$ cat config.mk
export PLATFORM = sky130hd
export DESIGN_NAME = aes_result_ser
export DESIGN_NICKNAME = d
export VERILOG_FILES = /design/src/rtl/aes_result_ser_pkg.sv /design/src/rtl/aes_blk_shift.sv /design/src/rtl/aes_result_ser.sv
export SDC_FILE = /design/constraint.sdc
export NUM_CORES = 1
export LEC_CHECK = 0
export ABC_AREA = 0
export BUFFER_PORTS_ARGS = -buffer_cell sky130_fd_sc_hd__clkbuf_2
export CAP_MARGIN = 10
export CORE_MARGIN = 1
export CORE_UTILIZATION = 65
export CTS_CLUSTER_SIZE = 25
export DETAILED_ROUTE_END_ITERATION = 10
export PLACE_DENSITY = 0.95
export SLEW_MARGIN = 30
export SYNTH_ARGS = -nofsm -noshare
export SYNTH_HDL_FRONTEND = slang
export SYNTH_SLANG_ARGS = --single-unit
$ cat constraint.sdc
create_clock -name clk -period 4.7 [get_ports clk]
set_input_delay 1.41 -clock clk [delete_from_list [all_inputs] [get_ports clk]]
set_output_delay 1.41 -clock clk [all_outputs]
set_load 0.02 [all_outputs]
$ cat src/rtl/aes_result_ser_pkg.sv
// Shared definitions for the AES result path. The input assembler relies on the
// same byte-order convention: byte0 = bits [7:0], carried first on the byte bus.
package aes_result_ser_pkg;

  localparam int AES_BLK_W  = 128;
  localparam int AES_NBYTES = 16;

  // Buffer occupancy (act_full, pend_full); (0,1) cannot occur.
  typedef enum logic [1:0] {
    ST_IDLE      = 2'b00,
    ST_SEND      = 2'b10,
    ST_SEND_PEND = 2'b11
  } ser_st_e;

  function automatic ser_st_e ser_state(input logic act_full, input logic pend_full);
    ser_st_e st;
    st = ST_IDLE;
    if (act_full && pend_full) st = ST_SEND_PEND;
    else if (act_full)         st = ST_SEND;
    return st;
  endfunction

endpackage

$ cat src/rtl/aes_blk_shift.sv
// Block shift register: loads a whole block, presents its low byte and shifts
// right one byte per accepted transfer. Flags the final byte of the block.
module aes_blk_shift
  import aes_result_ser_pkg::*;
#(
  parameter int NBYTES = AES_NBYTES
) (
  input  logic                  clk,
  input  logic                  rst,
  input  logic                  load,
  input  logic [8*NBYTES-1:0]   load_data,
  input  logic                  shift,
  output logic [7:0]            byte_out,
  output logic                  full,
  output logic                  last
);

  localparam int IDX_W = (NBYTES > 1) ? $clog2(NBYTES) : 1;

  logic [8*NBYTES-1:0] data_q;
  logic [IDX_W-1:0]    idx_q;
  logic                full_q;

  assign byte_out = data_q[7:0];
  assign full     = full_q;
  assign last     = full_q && (idx_q == IDX_W'(NBYTES - 1));

  // Load / shift sequencing; a load on the last-byte shift chains blocks without a gap.
  always_ff @(posedge clk) begin
    if (rst) begin
      data_q <= '0;
      idx_q  <= '0;
      full_q <= 1'b0;
    end else if (shift && last) begin
      idx_q <= '0;
      if (load) begin
        data_q <= load_data;
        full_q <= 1'b1;
      end else begin
        data_q <= '0;
        full_q <= 1'b0;
      end
    end else if (shift) begin
      data_q <= data_q >> 8;
      idx_q  <= idx_q + 1'b1;
    end else if (load) begin
      data_q <= load_data;
      idx_q  <= '0;
      full_q <= 1'b1;
    end
  end

endmodule

$ cat src/rtl/aes_result_ser.sv
// AES result serializer: captures decrypted blocks and streams them out as bytes
// over valid/ready, with one active block and one pending block.
module aes_result_ser
  import aes_result_ser_pkg::*;
#(
  parameter int NBYTES = AES_NBYTES,
  parameter int CNT_W  = 8
) (
  input  logic                clk,
  input  logic                rst,
  input  logic                o_valid,
  input  logic [8*NBYTES-1:0] aes_out,
  output logic [7:0]          tx_data,
  output logic                tx_valid,
  input  logic                tx_ready,
  output logic                busy,
  output logic                blk_done,
  output logic [CNT_W-1:0]    blk_cnt,
  output logic                ovf
);

  logic                act_full, act_last, act_load;
  logic                hs, last_hs;
  logic [8*NBYTES-1:0] act_data;
  logic [8*NBYTES-1:0] pend_reg;
  logic                pend_full;
  ser_st_e             st;

  assign st       = ser_state(act_full, pend_full);
  assign tx_valid = act_full;
  assign hs       = act_full && tx_ready;
  assign last_hs  = hs && act_last;
  assign busy     = act_full | pend_full;

  // Active buffer refills from pend first (older block), otherwise straight from the core.
  assign act_load = (o_valid && (st == ST_IDLE)) || (last_hs && (pend_full || o_valid));
  assign act_data = pend_full ? pend_reg : aes_out;

  aes_blk_shift #(.NBYTES(NBYTES)) u_act (
    .clk       (clk),
    .rst       (rst),
    .load      (act_load),
    .load_data (act_data),
    .shift     (hs),
    .byte_out  (tx_data),
    .full      (act_full),
    .last      (act_last)
  );

  // Pending buffer, overflow flag and block completion counters.
  always_ff @(posedge clk) begin
    if (rst) begin
      pend_reg  <= '0;
      pend_full <= 1'b0;
      ovf       <= 1'b0;
      blk_done  <= 1'b0;
      blk_cnt   <= '0;
    end else begin
      blk_done <= last_hs;
      if (last_hs) blk_cnt <= blk_cnt + 1'b1;
      case (st)
        ST_SEND: begin
          if (o_valid && !last_hs) begin
            pend_reg  <= aes_out;
            pend_full <= 1'b1;
          end
        end
        ST_SEND_PEND: begin
          if (last_hs) begin
            if (o_valid) pend_reg <= aes_out;
            else         pend_full <= 1'b0;
          end else if (o_valid) begin
            ovf <= 1'b1;
          end
        end
        default: ;
      endcase
    end
  end

endmodule
==> flow_summary_export.csv, run 1 <==
group,metric,value,unit
die,die_w,160,um
global_routing,grt_util_all_layers,30.5,%
die,start_util,66.4,%
synth,ys_warn_count,0,
worst_setup_path,reg2reg_slack,1.85,ns
worst_setup_path,worst-setup-path-type,"flip-flop to output pin",
global_routing,grt_pass1_wl,65.5,mm
power,p_per_area,332,mW/mm2
sta,fin_crit_sh,65.6,%
worst_setup_path,crit_start,"u_act.full",
sta,slew_headroom,36.1,%
synth,ys_ff_latch,272,
routing,wire_per_inst,19.9,um
synth,synthFlopType,"dfxtp_1",
worst_setup_path,rr_startpoint,"u_act.full",
routing,drtAntennaViolNets,0,
worst_setup_path,arrival,1.67,ns
cells_and_area,fill_cells,1658,
cells_and_area,multi_input_area,0.00959,mm2
clock_network,ctsResizeCount,0,
power,leakagePower,0.00654,uW
sta,worst_pin_slew,0.958,ns
synth,mappedNetlistArea,0.0162,mm2
sta,clock_skew,0.0102,ns
sta,setup_violations,0,
synth,syn_nets,1829,
clock_network,cts_tree,"done",
sta,slew_viol_final,0,
synth,ys_types,44,
cells_and_area,layout_common_cells,"dfxtp_1 (270), nand2b_1 (256), clkbuf_2 (149), mux2i_1 (136), mux2_2 (132)",
die,fp.coreArea,0.0244,mm2
clock_network,clock_latency,0.55,ns
routing,via_count,13600,
synth,synth_seq_area_share,33.6,%
global_routing,antenna_found_initial,1,
clock_network,cts-htree-levels,1,
worst_setup_path,end_kind,"output pin",
outcome,status,"finished clean",
cells_and_area,final_nets,1820,
cells_and_area,final_common_cell,"dfxtp_1",
synth,syn_area_per_cell,9.56,um2
worst_setup_path,path_cells,"or2_2 -> clkbuf_2",
worst_hold_path,worstHoldPathType,"flip-flop to flip-flop",
cells_and_area,utilization,71.7,%
routing,drc,0,
clock_network,post_cts_buffers,0,
clock_network,path_clk_slew,0.06,ns
routing,dr.pass1.iters,6,
place,io_buffers,151,
worst_setup_path,startpoint_type,"flip-flop",
place,routabilityCongestion,0.808,
worst_setup_path,cpMaxStageDelayCell,"dfxtp_4",
die,fp.dieH,160,um
worst_setup_path,r2r-end,"u_act.data_q[63]",
place,place_hpwl,23.9,mm
clock_network,root_buffer,"clkbuf_16",
cells_and_area,syn2layout_area_growth,7.99,%
die,pin_count,152,
cells_and_area,drive_gt1_share,25.5,%
clock_network,numClockSinks,272,
run,cap_violations,0,
cells_and_area,regArea,0.00545,mm2
global_routing,grt_pass1_vias,13000,
clock_network,holdBufCountCts,0,
sta,rsz0062_at_grt,"no",
worst_setup_path,r2r.worst_path.cells,5,
sta,period_minus_slack,3.08,ns
die,rows,57,
clock_network,clock_path_buffers,3,
synth,synth-edff-count,0,
global_routing,grt.overflow.total,0,
power,peakVddDrop,0.280,mV
worst_setup_path,worstSetupEndpoint,"busy",
worst_setup_path,max_stage_delay,0.75,ns
global_routing,grt_max_degree,231,
sta,hold_violations,0,
die,dieArea,0.0256,mm2
routing,wl,40.5,mm
sta,fmax,324,MHz
worst_setup_path,path_max_fanout,58,
routing,drt_iter0_drc,1800,
sta,fin_tns_setup,0,ns
synth,synthCells,1695,
worst_setup_path,crit_required,3.29,ns
routing,viasPerCell,6.67,
synth,async_flop_share,0,%
clock_network,cts_made_buffers,29,
-- area by class of cell --
class	instances	share of cell area [%]
inverter	1	0.0215
timing repair buffer	170	5.84
sequential	272	31.2
clock inverter	15	0.930
antenna	1	0.0143
tap	324	2.32
multi-input combinational	1212	54.8
clock buffer	38	4.86
-- critical path, delay by kind of cell (launching register included) --
| kind | cells | cell delay (ns) |
|---|---|---|
| AND/OR/NAND/NOR | 1 | 0.22 |
| flip-flops | 1 | 0.75 |
| buffers and inverters | 1 | 0.16 |
-- per-stage QoR --
stage               power, uW  cells  hold WS [ns]  instance area, um2  setup WS (ns)
floorplan                3210   1695         0.445               16200           2.05
global placement         3370   1977         0.454               16400           1.45
detailed placement       3410   1978         0.462               16500           1.38
CTS                      5800   2031         0.473               17500           1.61
global route             5990   2033         0.486               17500           1.55
finish                   5800   2033         0.470               17500           1.62
-- synth_stat cells, drive strengths merged (2+ instances only) --
library cell	instances	area [um2]
buf	109	808
nand3b	122	916
dfxtp	272	5450
a2bb2oi	120	1060
o31ai	4	30.0
a21oi	12	60.1
ha	2	25.0
o211ai	120	1240
mux2	132	1490
nor2b	4	25.0
nand2	6	22.5
mux2i	138	1400
o21ba	2	20.0
clkbuf	101	379
nor4	3	25.0
nor2	13	48.8
nor3b	8	60.1
o21ai	3	15.0
or3	3	18.8
nand4	123	785
nand3	129	646
or4	2	15.0
nand2b	256	1600
or2	2	12.5
-- worst min path at each step --
stage,depth (start not counted),startpoint,endpoint,slack [ns]
5_1_grt,2,pend_reg[87],pend_reg[87],0.49
3_3_place_gp,2,pend_reg[7],pend_reg[7],0.45
2_1_floorplan,2,pend_reg[0],pend_reg[0],0.45
6_report,2,pend_reg[84],pend_reg[84],0.47
4_1_cts,2,pend_reg[24],pend_reg[24],0.47
3_5_place_dp,2,pend_reg[18],pend_reg[18],0.46
-- metal layers --
layer | track usage [%] | vias up | part of all wire, %
li1 | - | 6243 | -
met1 | 39.9 | 6552 | 41
met2 | 50.4 | 651 | 48
met3 | 4.03 | 113 | 7.3
met4 | 13.0 | 0 | 3.5
met5 | 0 | - | 0
-- cells by family after synthesis --
group	count (synthesis)	share of synthesized area, %
buf+inv	211	7.35
compound gates	265	15.1
flops	272	33.6
fa+ha+maj	2	0.154
mux	270	17.8
simple gates	675	25.9
-- power by group --
part,switching [uW],internal [uW],total (uW)
combinational,481,373,854
clock,975,1440,2410
sequential,98.7,2440,2540
total,1550,4250,5800
No activity file was read; power rests on OpenSTA's default activity.
==> run 2, diff against run 1 <==
Settings changed: CORE_UTILIZATION 65 to 55, PLACE_DENSITY 0.95 to 0.88.
Clock period 4.7 ns to 2.63 ns, I/O delays scaled along.
==> flow_summary_export.csv, run 2 (synthesis gave the netlist of run 1 again) <==
group,metric,value,unit
power,clkPwrFrac,40.4,%
sta,slew_viol_final,0,
routing,wl,40.1,mm
clock_network,path_clk_slew,0.06,ns
cells_and_area,final_nets,1833,
clock_network,root_buffer,"clkbuf_16",
global_routing,grt_util_met1,34.4,%
global_routing,grt_max_degree,205,
sta,period_minus_slack,2.37,ns
clock_network,cts_tree,"done",
routing,via_count,13500,
cells_and_area,drive_gt1_share,25.7,%
global_routing,grt_pass1_vias,12800,
cells_and_area,syn2layout_area_growth,9.35,%
die,fp.dieH,174,um
power,p_sw,2750,uW
global_routing,grt.overflow.total,0,
clock_network,clock_latency,0.55,ns
clock_network,holdBufCountCts,0,
sta,rsz0062_at_grt,"no",
power,p_seq_share,44.4,%
global_routing,grt_util_all_layers,25.8,%
clock_network,cts_made_buffers,29,
routing,drtAntennaViolNets,0,
cells_and_area,finish.instance_area,0.0177,mm2
worst_hold_path,worstHoldEndpoint,"pend_reg[119]",
worst_setup_path,crit_required,1.84,ns
worst_setup_path,max_stage_delay,0.67,ns
worst_setup_path,arrival,1.58,ns
die,pin_count,152,
place,io_buffers,151,
global_routing,grtUsageMet2,42.1,%
power,peakVddDrop,0.455,mV
power,swShare,27.0,%
die,dieArea,0.0301,mm2
cells_and_area,final_common_cell,"dfxtp_1",
place,routabilityCongestion,0.789,
power,comb_power_share,15.2,%
die,rows,62,
worst_setup_path,rr_startpoint,"u_act.idx_q[0]",
sta,worst_pin_slew,0.759,ns
place,place_area,0.0168,mm2
die,die_w,174,um
sta,fin_tns_setup,0,ns
sta,slew_headroom,49.4,%
cells_and_area,layout_common_cells,"dfxtp_1 (270), nand2b_1 (256), clkbuf_2 (149), mux2i_1 (136), mux2_2 (132)",
power,p_per_area,575,mW/mm2
routing,wire_per_inst,19.1,um
global_routing,antenna_found_initial,1,
clock_network,post_cts_buffers,0,
worst_setup_path,startpoint_type,"flip-flop",
clock_network,numClockSinks,272,
worst_setup_path,end_kind,"output pin",
worst_hold_path,hp-start,"pend_reg[119]",
global_routing,gr-max-usage-layer,"met2",
sta,setup_violations,0,
worst_setup_path,reg2reg_slack,0.45,ns
routing,drc,0,
routing,viasPerCell,6.40,
worst_setup_path,cpMaxStageDelayCell,"dfxtp_4",
die,start_util,56.1,%
sta,fmax,422,MHz
worst_hold_path,holdPathStages,2,
clock_network,cts-htree-levels,1,
worst_setup_path,crit_start,"u_act.full",
worst_setup_path,worst-setup-path-type,"flip-flop to output pin",
worst_setup_path,r2r-end,"u_act.data_q[82]",
sta,clock_skew,0.0128,ns
worst_setup_path,r2r.worst_path.cells,5,
sta,hold_violations,0,
power,internal_power,7440,uW
die,fp.coreArea,0.0289,mm2
routing,drt_iter0_drc,1551,
power,leakagePower,0.00660,uW
outcome,status,"finished clean",
global_routing,grt_pass1_wl,65.8,mm
sta,fin_crit_sh,90.1,%
place,place_hpwl,24.4,mm
global_routing,use_met3,3.86,%
routing,dr.pass1.iters,5,
run,cap_violations,0,
clock_network,ctsResizeCount,0,
clock_network,clock_path_buffers,3,
worst_hold_path,worstHoldPathType,"flip-flop to flip-flop",
worst_setup_path,path_cells,"or2_2 -> clkbuf_2",
cells_and_area,antenna-diode-count,0,
worst_setup_path,path_max_fanout,42,
## run 2: cell types whose count changed in the layout (fill, tap and decap cells not counted), sizes merged
cell / before / now
bufinv: 3 / 2
diode: 1 / 0
clkbuf: 188 / 192
inv: 4 / 2
buf: 20 / 33
## run 2: worst max-delay path by stage
stage | to | depth (start not counted)
after CTS | busy | 2
after global placement | u_act.data_q[26] | 5
final | busy | 2
after global routing | busy | 2
after detailed placement | pend_reg[50] | 5
after floorplan | busy | 4
## run 2: final cells by class
type | count | area, um2
Clock buffer | 42 | 835
Clock inverter | 12 | 114
Fill cell | 2281 | 11100
Inverter | 1 | 3.75
Multi-Input combinational cell | 1212 | 9590
Sequential cell | 272 | 5450
Tap cell | 384 | 480
Timing Repair Buffer | 183 | 1230
## run 2: power by group through the flow
stage	Clock, uW	Combinational [uW]	Sequential, uW
after floorplan	0	1200	4540
after detailed placement	0	1530	4600
after global routing	4320	1670	4540
after global placement	0	1490	4590
final	4110	1550	4520
after CTS	4150	1540	4520
## run 2: worst max-delay path: cells and delay by family (launching register included)
| kind | cells | cell delay (ns) |
|---|---|---|
| simple gates | 1 | 0.19 |
| buf+inv | 1 | 0.16 |
| flops | 1 | 0.67 |
## run 2: layer usage
layer | vias up | wire length [um]
li1 | 6271 | -
met1 | 6565 | 17100
met2 | 558 | 19000
met3 | 91 | 2720
met4 | 2 | 1300
met5 | - | 13
## run 2: stage by stage
| step | utilization, % | hold WS (ns) | instances | worst slack [ns] | total power [uW] |
|---|---|---|---|---|---|
| after CTS | 61.4 | 0.473 | 2106 | 0.254 | 10200 |
| after detailed placement | 58.1 | 0.461 | 2052 | 0.315 | 6130 |
| after global placement | 58.1 | 0.454 | 2052 | 0.351 | 6080 |
| after global routing | 61.4 | 0.486 | 2106 | 0.209 | 10500 |
| final | 61.4 | 0.471 | 2106 | 0.261 | 10200 |
| after floorplan | - | 0.445 | 1695 | 0.598 | 5740 |
